==> config.mk <==
export PLATFORM = sky130hd
export DESIGN_NAME = nd_2to1_arb
export DESIGN_NICKNAME = d
export VERILOG_FILES = /design/src/rtl/hglobal_pkg.sv /design/src/rtl/nd_2to1_arb_pick.sv /design/src/rtl/nd_2to1_arb.sv
export SDC_FILE = /design/constraint.sdc
export NUM_CORES = 1
export LEC_CHECK = 0
export ABC_AREA = 1
export CORE_ASPECT_RATIO = 1.4
export CORE_MARGIN = 2
export CORE_UTILIZATION = 44
export DETAILED_ROUTE_END_ITERATION = 8
export PLACE_DENSITY = 0.86
export SYNTH_ARGS = -nofsm -noshare
export SYNTH_HDL_FRONTEND = slang
export SYNTH_SLANG_ARGS = --single-unit
==> constraint.sdc <==
create_clock -name i_clk -period 4.7 [get_ports i_clk]
set_clock_uncertainty 0.2 [all_clocks]
set_input_delay 0.47 -clock i_clk [delete_from_list [all_inputs] [get_ports i_clk]]
set_output_delay 0.47 -clock i_clk [all_outputs]
set_load 0.02 [all_outputs]
==> src/rtl/hglobal_pkg.sv <==
// rtl/hglobal_pkg.sv - shared network sizes, arbiter state encoding and redundancy function
package hglobal;

    localparam int NS_DATA_SIZE  = 8;
    localparam int NS_REDUN_SIZE = 4;

    typedef enum logic [1:0] {
        ST_IDLE    = 2'd0,
        ST_IN_REL  = 2'd1,
        ST_OUT_ACK = 2'd2,
        ST_OUT_REL = 2'd3
    } ns_arb_state_t;

    // Bit i folds every data bit whose index is congruent to i modulo the field width.
    function automatic logic [NS_REDUN_SIZE-1:0] ns_calc_redun(input logic [NS_DATA_SIZE-1:0] dat);
        logic [NS_REDUN_SIZE-1:0] r;
        r = '0;
        for (int j = 0; j < NS_DATA_SIZE; j++) begin
            r[j % NS_REDUN_SIZE] = r[j % NS_REDUN_SIZE] ^ dat[j];
        end
        return r;
    endfunction

endpackage

==> src/rtl/nd_2to1_arb_pick.sv <==
// rtl/nd_2to1_arb_pick.sv - nd_rr_pick: combinational two-way priority selector
module nd_rr_pick (
    input  logic [1:0] req,
    input  logic       prio,
    output logic       grant,
    output logic       valid
);

    assign valid = |req;
    assign grant = (req == 2'b11) ? prio : req[1];

endmodule

==> src/rtl/nd_2to1_arb.sv <==
// rtl/nd_2to1_arb.sv - two-input round-robin four-phase merge node; NS_ARB_REDUN_CHK_EN enables ingress redundancy drop
module nd_2to1_arb
    import hglobal::*;
#(
    parameter int DSZ = NS_DATA_SIZE,
    parameter int RSZ = NS_REDUN_SIZE
) (
    input  logic           i_clk,
    input  logic           reset,
    output logic           ready,
    input  logic           rcv0_req,
    output logic           rcv0_ack,
    input  logic [DSZ-1:0] rcv0_dat,
    input  logic [RSZ-1:0] rcv0_red,
    input  logic           rcv1_req,
    output logic           rcv1_ack,
    input  logic [DSZ-1:0] rcv1_dat,
    input  logic [RSZ-1:0] rcv1_red,
    output logic           snd0_req,
    input  logic           snd0_ack,
    output logic [DSZ-1:0] snd0_dat,
    output logic [RSZ-1:0] snd0_red,
    output logic           o_err,
    output logic [DSZ-1:0] o_fst_err_dat,
    output logic           o_last_src
);

    ns_arb_state_t  state, state_nxt;
    logic           sel, sel_nxt;
    logic           prio, prio_nxt;
    logic [DSZ-1:0] dat_nxt;
    logic [RSZ-1:0] red_nxt;
    logic           ack0_nxt, ack1_nxt, sreq_nxt, last_nxt;
    logic [1:0]     rdy_sr;
    logic           pick_grant, pick_valid;
    logic           sel_req;

    nd_rr_pick u_pick (
        .req   ({rcv1_req, rcv0_req}),
        .prio  (prio),
        .grant (pick_grant),
        .valid (pick_valid)
    );

    assign sel_req = sel ? rcv1_req : rcv0_req;
    assign ready   = rdy_sr[1];

`ifdef NS_ARB_REDUN_CHK_EN
    logic           chk_ok;
    logic           err_q;
    logic [DSZ-1:0] fst_q;

    assign chk_ok = (snd0_red == RSZ'(ns_calc_redun(NS_DATA_SIZE'(snd0_dat))));

    // Only the first rejected payload is kept; later drops just keep the flag set.
    always_ff @(posedge i_clk or negedge reset) begin
        if (!reset) begin
            err_q <= 1'b0;
            fst_q <= '0;
        end else if (state == ST_IN_REL && !sel_req && !chk_ok) begin
            err_q <= 1'b1;
            if (!err_q) fst_q <= snd0_dat;
        end
    end

    assign o_err         = err_q;
    assign o_fst_err_dat = fst_q;
`else
    logic chk_ok;
    assign chk_ok        = 1'b1;
    assign o_err         = 1'b0;
    assign o_fst_err_dat = '0;
`endif

    always_comb begin
        state_nxt = state;
        sel_nxt   = sel;
        prio_nxt  = prio;
        dat_nxt   = snd0_dat;
        red_nxt   = snd0_red;
        ack0_nxt  = rcv0_ack;
        ack1_nxt  = rcv1_ack;
        sreq_nxt  = snd0_req;
        last_nxt  = o_last_src;
        case (state)
            ST_IDLE: begin
                if (pick_valid) begin
                    sel_nxt   = pick_grant;
                    dat_nxt   = pick_grant ? rcv1_dat : rcv0_dat;
                    red_nxt   = pick_grant ? rcv1_red : rcv0_red;
                    ack0_nxt  = !pick_grant;
                    ack1_nxt  = pick_grant;
                    state_nxt = ST_IN_REL;
                end
            end
            ST_IN_REL: begin
                if (!sel_req) begin
                    ack0_nxt = 1'b0;
                    ack1_nxt = 1'b0;
                    if (chk_ok) begin
                        sreq_nxt  = 1'b1;
                        state_nxt = ST_OUT_ACK;
                    end else begin
                        prio_nxt  = !sel;
                        state_nxt = ST_IDLE;
                    end
                end
            end
            ST_OUT_ACK: begin
                if (snd0_ack) begin
                    sreq_nxt  = 1'b0;
                    state_nxt = ST_OUT_REL;
                end
            end
            ST_OUT_REL: begin
                if (!snd0_ack) begin
                    last_nxt  = sel;
                    prio_nxt  = !sel;
                    state_nxt = ST_IDLE;
                end
            end
            default: state_nxt = ST_IDLE;
        endcase
    end

    // Every output is a flop, so no input reaches an output combinationally.
    always_ff @(posedge i_clk or negedge reset) begin
        if (!reset) begin
            state      <= ST_IDLE;
            sel        <= 1'b0;
            prio       <= 1'b0;
            snd0_dat   <= '0;
            snd0_red   <= '0;
            rcv0_ack   <= 1'b0;
            rcv1_ack   <= 1'b0;
            snd0_req   <= 1'b0;
            o_last_src <= 1'b0;
            rdy_sr     <= 2'b00;
        end else begin
            state      <= state_nxt;
            sel        <= sel_nxt;
            prio       <= prio_nxt;
            snd0_dat   <= dat_nxt;
            snd0_red   <= red_nxt;
            rcv0_ack   <= ack0_nxt;
            rcv1_ack   <= ack1_nxt;
            snd0_req   <= sreq_nxt;
            o_last_src <= last_nxt;
            rdy_sr     <= {rdy_sr[0], 1'b1};
        end
    end

endmodule
==> impl_metrics.py, run 1 <==
metrics = {
    "setup_path": {
        "slowest_delay_ns": 0.74,
        "required_ns": 4.68,
        "cp_max_fo": 16,
        "endpoint_kind": "register",
        "crit_chain": "clkdlybuf4s50_1 -> o21ai_4 -> inv_2 -> nor2_1 -> a21oi_1",
        "critPathLaunchType": "input pin",
        "worst-setup-path-type": "in2reg",
        "crit_arrival_ns": 2.11,
        "critical-path-slowest-cell": "clkdlybuf4s50_1",
    },
    "sta": {
        "timing.setup.tns_ns": 0,
        "hold_violations": 0,
        "fin_crit_sh_pct": 45.2,
        "drv_slew": 0,
        "rsz0062_at_grt": "false",
        "relSlewSlack_pct": 34.9,
        "fmax_ghz": 0.471,
        "tightest_slew_ns": 0.973,
        "fin_crit_ns": 2.12,
        "setup_viol": 0,
    },
    "synth": {
        "synth_top_area_share_pct": 45.0,
        "synthCells": 141,
        "post_synth_main_area_contributors": "dfrtp_1 45%, a21oi_1 10%, ha_1 7.2%",
        "syn_avg_cell_area_um2": 8.68,
        "synth-seq-cells": 22,
        "yosys_warnings": 0,
        "netlist_area_um2": 1220,
        "ys_seq_area_share_pct": 45.0,
        "synth_cell_types": 19,
        "synth_area_leader_cell": "dfrtp_1",
    },
    "power": {
        "power_density_nw_per_um2": 589,
        "power_leakage_nw": 0.740,
        "p_total_w": 0.000971,
        "vdd_drop_max_uv": 367,
    },
    "routing": {
        "drc": 0,
        "via_per_inst": 4.94,
        "drt_wl_total_mm": 2.71,
        "drt_iter0_markers": 25,
        "vias": 1077,
        "antenna_left": 0,
        "dr.pass1.iters": 4,
        "routedWlPerCell_um": 12.4,
    },
    "die": {
        "coreArea_um2": 2640,
        "dieArea_um2": 3220,
        "die_w_um": 48.6,
        "num_rows": 22,
        "initial_utilization_pct": 46.3,
        "io_pins": 55,
        "die_y_um": 66.4,
    },
    "global_routing": {
        "antenna_found_initial": 0,
        "grt_usage_pct": 17.9,
        "grt_pass1_vias": 1042,
        "globalRouteOverflowTotal": 0,
        "grt_max_degree": 23,
        "grt_pass1_wl_mm": 4.50,
    },
    "clocking": {
        "path_clk_slew_ns": 0.10,
        "cts_tree": "yes",
        "htreeDepth": 1,
        "postCtsSetupRepairBufs": 0,
        "root_buffer": "clkbuf_4",
        "numCtsBuffers": 3,
        "clk_latency_ns": 0.30,
        "cts.repair.resized": 0,
        "clock_sinks": 22,
        "holdBufCountCts": 0,
        "cts_buffer_depth": 2,
    },
    "final_layout": {
        "n_antenna_cell": 0,
        "nNetsFinal": 220,
        "seq_area_um2": 551,
        "area_growth_syn_to_layout_pct": 34.8,
        "finalInstanceArea_um2": 1650,
        "drive_gt1_share_pct": 5.49,
        "multi_input_area_um2": 547,
        "fillCellCount": 244,
    },
    "placement": {
        "dp_hpwl_mm": 2.15,
        "portBuffers": 45,
        "gp_congestion": 0.813,
        "postPlaceCellArea_um2": 1630,
    },
    "run_status": {
        "status": "finished, final reports clean",
    },
    "run": {
        "cap_violations": 0,
    },
    "hold_path": {
        "hold_path.class": "reg2reg",
    },
}
## Yosys cell counts
| cell type | instances |
|---|---|
| inv_2 | 1 |
| nand2_2 | 2 |
| buf_4 | 9 |
| buf_6 | 4 |
| or2_2 | 2 |
| o21ai_4 | 1 |
| o21ai_0 | 5 |
| o21a_1 | 1 |
| buf_2 | 2 |
| nand3_1 | 15 |
| a21oi_1 | 25 |
| nand4_1 | 4 |
| nand3_2 | 1 |
| conb_1 | 2 |
| dfrtp_1 | 22 |
| nor2_1 | 14 |
| ha_1 | 7 |
| inv_1 | 8 |
| nand2_1 | 16 |
## power breakdown
group          switching, W  internal (W)
Clock             0.0000515     0.0000299
Combinational      0.000313      0.000247
Sequential        0.0000523      0.000278
Total              0.000417      0.000554
## final cells by class
cell class              count  area share (%)
clock buffers               3            1.37
inverters                   9            2.05
multi-input cells         103            33.2
flip-flops and latches     22            33.4
well taps                  36            2.73
repair buffers             45            27.3
## worst max-delay path, delay by kind of cell
family / cells / cell delay (ns)
AO/OA/AOI/OAI: 2 / 0.56
buffers and inverters: 2 / 0.93
AND/OR/NAND/NOR: 1 / 0.15
## sequential cells by signal, summed over array words and instances, names as in the netlist
signal and count:
snd0_dat 8, rcv1_ack 1, state 2, prio 1
sel 1, o_last_src 1, snd0_req 1, snd0_red 4
rdy_sr 2, rcv0_ack 1
## logic make-up (layout without fill, tap and decap cells)
logic type,Yosys count,in the layout,share of synthesized area [%]
other,2,10,0.614
adders and majority gates,7,7,7.16
AOI/OAI and AO/OA,32,32,14.2
DFF,22,22,45.0
buffers and inverters,24,57,12.8
and+or+nand+nor,54,54,20.2
## stage by stage
stage	hold WS (ns)	util (%)	std cells	setup WS, ns
2_1_floorplan	-0.0256	-	149	3.19
3_3_place_gp	0.133	61.6	215	2.35
3_5_place_dp	0.147	61.6	215	2.25
4_1_cts	0.171	62.4	218	2.58
5_1_grt	0.176	62.4	218	2.43
6_report	0.164	62.4	218	2.58
## placed cells by master (no fill, tap or decap), drive strengths merged
cell type	count
nand3	16
or2	2
dfrtp	22
inv	9
nor2	14
nand4	4
nand2	18
o21a	1
clkbuf	3
ha	7
conb	10
clkdlybuf4s50	45
o21ai	6
a21oi	25
## path summary, 6_finish.rpt
| path | depth (start not counted) | slack (ns) | start | endpoint |
|---|---|---|---|---|
| setup reg to reg | 6 | 2.95 | state[0]$_DFFE_PN0P_ | snd0_dat[2]$_DFFE_PN0P_ |
| hold reg to reg | 0 | 0.16 | rdy_sr[0]$_DFF_PN0_ | rdy_sr[1]$_DFF_PN0_ |
| max in group asynchronous | 1 | 3.21 | reset | snd0_red[2]$_DFFE_PN0P_ |
| hold / removal | 0 | 0.16 | rdy_sr[0]$_DFF_PN0_ | rdy_sr[1]$_DFF_PN0_ |
| min in group asynchronous | 1 | 0.50 | reset | sel$_DFFE_PN0P_ |
| setup / recovery | 5 | 2.58 | rcv1_req | snd0_dat[2]$_DFFE_PN0P_ |
## layer usage
metal | wire length [um] | part of all wire (%) | vias to the layer above | global-route usage (%)
met2 | 1530 | 56 | 34 | 35.4
met4 | 55 | 2.0 | 0 | 6.79
met5 | 0 | 0 | - | 0
li1 | - | - | 532 | -
met1 | 1030 | 38 | 502 | 18.9
met3 | 99 | 3.7 | 9 | 2.71
No activity file was read; power rests on OpenSTA's default activity.
==> inputs of run 2 (changes only) <==
CORE_UTILIZATION = 41   (was 44)
PLACE_DENSITY = 0.81   (was 0.86)
clock period = 2.2 ns   (was 4.7 ns; I/O delays follow)
==> run 2 against run 1 <==
Effect of this change: routed wire length increased by 1.3%; count of clock-buffer cells in the layout increased by 1; cell area increased by 3.0%; via count decreased by 1.0%; flip-flop and latch count unchanged; power increased by 120%; cell count increased by 1.8%; critical endpoint is now state[0]$_DFFE_PN0P_; highest routed layer unchanged.
==> impl_metrics.py, run 2 (synthesis gave the netlist of run 1 again) <==
metrics = {
    "sta": {
        "fin_crit_ns": 1.72,
        "timing.setup.tns_ns": 0,
        "drv_slew": 0,
        "hold_violations": 0,
        "setup_viol": 0,
        "fin_crit_sh_pct": 78.4,
        "rsz0062_at_grt": "false",
        "fmax_ghz": 0.580,
    },
    "routing": {
        "routedWlPerCell_um": 12.4,
        "via_per_inst": 4.80,
        "vias": 1066,
        "antenna_left": 0,
        "drc": 0,
        "drt_wl_total_mm": 2.74,
        "dr.pass1.iters": 4,
        "drt_iter0_markers": 28,
    },
    "placement": {
        "dp_hpwl_mm": 2.19,
        "gp_congestion": 0.762,
        "portBuffers": 45,
    },
    "power": {
        "p_clk_share_pct": 12.7,
        "intPower_w": 0.00128,
        "power_density_nw_per_um2": 1290,
        "p_total_w": 0.00218,
        "p_sw_share_pct": 41.2,
        "p_seq_share_pct": 32.8,
        "comb_power_share_pct": 54.5,
        "power_leakage_nw": 0.764,
        "switching_power_w": 0.000899,
        "vdd_drop_max_uv": 791,
    },
    "final_layout": {
        "n_antenna_cell": 0,
        "post-route-util_pct": 59.6,
        "top_register": "snd0_dat",
        "largest_register_ffs": 8,
        "final_cell_mix": "45 x clkdlybuf4s50_1, 25 x a21oi_1, 22 x dfrtp_1",
        "nNetsFinal": 222,
        "area_growth_syn_to_layout_pct": 38.8,
        "final_common_cell": "clkdlybuf4s50_1",
        "fillCellCount": 257,
        "drive_gt1_share_pct": 7.03,
        "reg_top3": "snd0_dat (8), snd0_red (4)",
    },
    "clocking": {
        "cts.repair.resized": 0,
        "cts_tree": "yes",
        "postCtsSetupRepairBufs": 0,
        "path_clk_slew_ns": 0.08,
        "holdBufCountCts": 0,
        "htreeDepth": 1,
        "cts_buffer_depth": 2,
        "clk_latency_ns": 0.25,
        "clock_sinks": 22,
        "numCtsBuffers": 3,
        "root_buffer": "clkbuf_8",
    },
    "die": {
        "io_pins": 55,
        "num_rows": 23,
        "dieArea_um2": 3440,
        "coreArea_um2": 2850,
        "die_y_um": 68.6,
        "initial_utilization_pct": 43.0,
        "die_w_um": 50.2,
    },
    "hold_path": {
        "hold_path.class": "in2async",
    },
    "run_status": {
        "status": "finished, final reports clean",
    },
    "setup_path": {
        "required_ns": 2.15,
        "crit_top_cell": "nand2_1",
        "cp_max_fo": 5,
        "critical-path-slowest-cell": "dfrtp_1",
        "reg2reg_slack_ns": 0.48,
        "endpoint_kind": "register",
        "crit_chain": "inv_1 -> ha_1 -> o21ai_0 -> nand3_1 -> nand2_1 -> nand2_1",
        "crit_arrival_ns": 1.67,
        "critPathLaunchType": "register",
        "worst-setup-path-type": "reg2reg",
        "slowest_delay_ns": 0.44,
    },
    "global_routing": {
        "globalRouteOverflowTotal": 0,
        "grt_usage_pct": 16.4,
        "grt_pass1_vias": 1057,
        "antenna_found_initial": 0,
        "grt_pass1_wl_mm": 4.44,
        "grt_max_degree": 23,
    },
    "run": {
        "cap_violations": 0,
    },
}
[run 2: changes by cell type in the layout (fill, tap and decap cells not counted), sizes merged]
cell / before / now
buf: 0 / 2
clkbuf: 3 / 4
[run 2: through the flow]
stage | instance area [um2] | setup WS [ns] | hold slack, ns | instances
after floorplan | 1250 | 0.689 | -0.276 | 149
after global placement | 1640 | 0.329 | 0.134 | 218
after detailed placement | 1640 | 0.271 | 0.135 | 218
after CTS | 1700 | 0.493 | 0.114 | 222
after global routing | 1700 | 0.371 | 0.129 | 222
final | 1700 | 0.476 | 0.104 | 222
[run 2: power by group through the flow]
stage | clock network [W] | registers [W] | logic, W
2_1_floorplan | 0 | 0.000882 | 0.000607
3_3_place_gp | 0 | 0.000716 | 0.00116
3_5_place_dp | 0 | 0.000721 | 0.00121
4_1_cts | 0.000284 | 0.000717 | 0.00121
5_1_grt | 0.000305 | 0.000736 | 0.00132
6_report | 0.000278 | 0.000716 | 0.00119
[run 2: area by class of cell]
type                       instances  area [um2]  area share [%]
timing repair buffer              47         465            27.4
inverter                           9        33.8            1.99
multi-input combinational        103         547            32.2
tap                               37        46.3            2.73
sequential                        22         551            32.4
clock buffer                       4        55.1            3.24
[run 2: final timing paths]
kind                                       from                      end  cells past startpoint
setup / recovery           state[0]$_DFFE_PN0P_     state[0]$_DFFE_PN0P_                      6
hold / removal                            reset     state[1]$_DFFE_PN0P_                      2
setup reg to reg           state[0]$_DFFE_PN0P_     state[0]$_DFFE_PN0P_                      6
hold reg to reg             rdy_sr[0]$_DFF_PN0_      rdy_sr[1]$_DFF_PN0_                      0
max in group asynchronous                 reset  snd0_dat[0]$_DFFE_PN0P_                      2
min in group i_clk          rdy_sr[0]$_DFF_PN0_      rdy_sr[1]$_DFF_PN0_                      0
[run 2: layer usage]
layer  GRT usage (%)  vias to the layer above  wire length, um  share of wire (%)
li1                -                      534                -                  -
met1            18.0                      496             1050                 38
met2            32.4                       32             1530                 56
met3            2.80                        4              142                5.2
met4            3.82                        0               29                1.1
met5               0                        -                0                  0
[run 2: worst max-delay path, delay by kind of cell (launching register included)]
family / cells / cell delay [ns]
AO/OA/AOI/OAI: 1 / 0.34
adder cells (fa/ha/maj): 1 / 0.24
buffers and inverters: 1 / 0.13
flip-flops: 1 / 0.44
AND/OR/NAND/NOR: 3 / 0.27
==> inputs of run 3 (changes only) <==
clock period = 1.65 ns   (was 2.2 ns; I/O delays follow)
==> run 3 against run 2 <==
Effect of this change: die area stayed put; sequential share of layout area is 0.99 points lower; critical path depth is 5 lower; count of clock-buffer cells in the layout stayed put; non-clock buffer count is 5 higher; power is 40% higher; register-to-register slack worse by 0.40 ns; cell area is 3.4% higher; flip-flop and latch count stayed put; critical path type is now reg2out; highest routed layer unchanged.
==> impl_metrics.py, run 3 (synthesis gave the netlist of run 1 again) <==
metrics = {
    "sta": {
        "drv_slew": 0,
        "setup_viol": 0,
        "fin_crit_ns": 1.60,
        "fin_crit_sh_pct": 96.9,
        "setup_ws_ns": 0.0504,
        "fmax_ghz": 0.625,
        "hold_violations": 0,
        "rsz0062_at_grt": "true",
    },
    "global_routing": {
        "antenna_found_initial": 0,
        "grt_busiest_layer": "met2",
        "grt_use_met2_pct": 35.9,
        "grt_usage_pct": 17.5,
        "grt_pass1_wl_mm": 4.65,
        "use_met1_pct": 17.7,
        "grtUsageMet3_pct": 2.59,
        "globalRouteOverflowTotal": 0,
        "grt_pass1_vias": 1132,
        "grt_max_degree": 23,
    },
    "setup_path": {
        "worst-setup-path-type": "reg2out",
        "critical-path-slowest-cell": "clkdlybuf4s50_1",
        "crit_chain": "clkdlybuf4s50_1",
        "slowest_delay_ns": 0.61,
        "critPathLaunchType": "register",
        "crit_arrival_ns": 1.23,
        "required_ns": 1.28,
        "critPathTopFamily": "buffers and inverters",
        "cp_max_fo": 2,
        "worst-path-buf-inv": 1,
        "endpoint_kind": "output port",
    },
    "power": {
        "p_total_w": 0.00305,
        "power_leakage_nw": 0.801,
        "power_density_nw_per_um2": 1740,
        "vdd_drop_max_uv": 1110,
    },
    "die": {
        "num_rows": 23,
        "io_pins": 55,
        "die_y_um": 68.6,
        "die_w_um": 50.2,
        "dieArea_um2": 3440,
        "initial_utilization_pct": 43.0,
        "coreArea_um2": 2850,
    },
    "routing": {
        "via_per_inst": 4.96,
        "drc": 0,
        "drt_iter0_markers": 23,
        "vias": 1125,
        "routedWlPerCell_um": 12.7,
        "dr.pass1.iters": 5,
        "antenna_left": 0,
        "drt_wl_total_mm": 2.87,
    },
    "hold_path": {
        "hold_path.class": "in2async",
    },
    "final_layout": {
        "n_antenna_cell": 0,
        "drive_gt1_share_pct": 12.1,
        "final_cell_mix": "44 x clkdlybuf4s50_1, 25 x a21oi_1, 21 x dfrtp_1",
        "reg_top3": "snd0_dat (8), snd0_red (4)",
        "seq_area_um2": 552,
        "post-route-util_pct": 61.6,
        "fillCellCount": 259,
        "multi_input_area_um2": 563,
        "largest_register_ffs": 8,
        "top_register": "snd0_dat",
        "area_growth_syn_to_layout_pct": 43.5,
        "final_common_cell": "clkdlybuf4s50_1",
        "nNetsFinal": 227,
        "fin_cells": 227,
    },
    "clocking": {
        "holdBufCountCts": 0,
        "numCtsBuffers": 3,
        "clk_latency_ns": 0.25,
        "path_clk_slew_ns": 0.07,
        "cts_tree": "yes",
        "postCtsSetupRepairBufs": 0,
        "clock_sinks": 22,
        "cts_buffer_depth": 2,
        "htreeDepth": 1,
        "root_buffer": "clkbuf_8",
    },
    "placement": {
        "gp_congestion": 0.827,
        "dp.cells": 223,
        "portBuffers": 45,
        "place_ws_ns": -0.0165,
        "dp_hpwl_mm": 2.24,
    },
    "run_status": {
        "status": "finished, final reports clean",
    },
    "run": {
        "cap_violations": 0,
    },
}
[run 3: per-stage QoR]
stage	hold slack (ns)	cell area, um2	setup TNS (ns)
floorplan	-0.331	1250	0
global placement	0.134	1680	0
detailed placement	0.136	1680	-0.0417
CTS	0.0503	1740	0
global route	0.0803	1760	0
finish	0.0481	1760	0
[run 3: cell type report]
type | count | share of cell area (%)
clock buffer | 4 | 3.14
inverter | 9 | 1.92
multi-input combinational | 103 | 32.1
sequential | 22 | 31.4
tap | 37 | 2.64
timing repair buffer | 52 | 28.8
[run 3: layer usage]
metal | routed length (um) | part of all wire, %
met1 | 1060 | 37
met5 | 0 | 0
met3 | 120 | 4.2
met4 | 15 | 0.52
met2 | 1680 | 58
[run 3: worst paths after layout]
kind / slack (ns) / endpoint / cells after the start / startpoint
max: 0.05 / rcv0_ack / 1 / rcv0_ack$_DFFE_PN0P_
min: 0.05 / snd0_req$_DFFE_PN0P_ / 2 / reset
max reg2reg: 0.08 / rcv0_ack$_DFFE_PN0P_ / 6 / state[0]$_DFFE_PN0P_
min reg2reg: 0.15 / rdy_sr[1]$_DFF_PN0_ / 0 / rdy_sr[0]$_DFF_PN0_
max in group asynchronous: 0.97 / state[1]$_DFFE_PN0P_ / 2 / reset
min in group i_clk: 0.15 / rdy_sr[1]$_DFF_PN0_ / 0 / rdy_sr[0]$_DFF_PN0_
[run 3: timing repair]
| item | CTS | global route |
|---|---|---|
| pin swaps | 0 | 0 |
| gates resized for setup | 1 | 7 |
| setup endpoints to repair | 1 | 18 |
[run 3: power by group]
group	internal, W	leakage (nW)	switching (W)
clock	0.000212	0.0288	0.000156
combinational	0.000794	0.518	0.000945
sequential	0.000795	0.254	0.000150
total	0.00180	0.801	0.00125
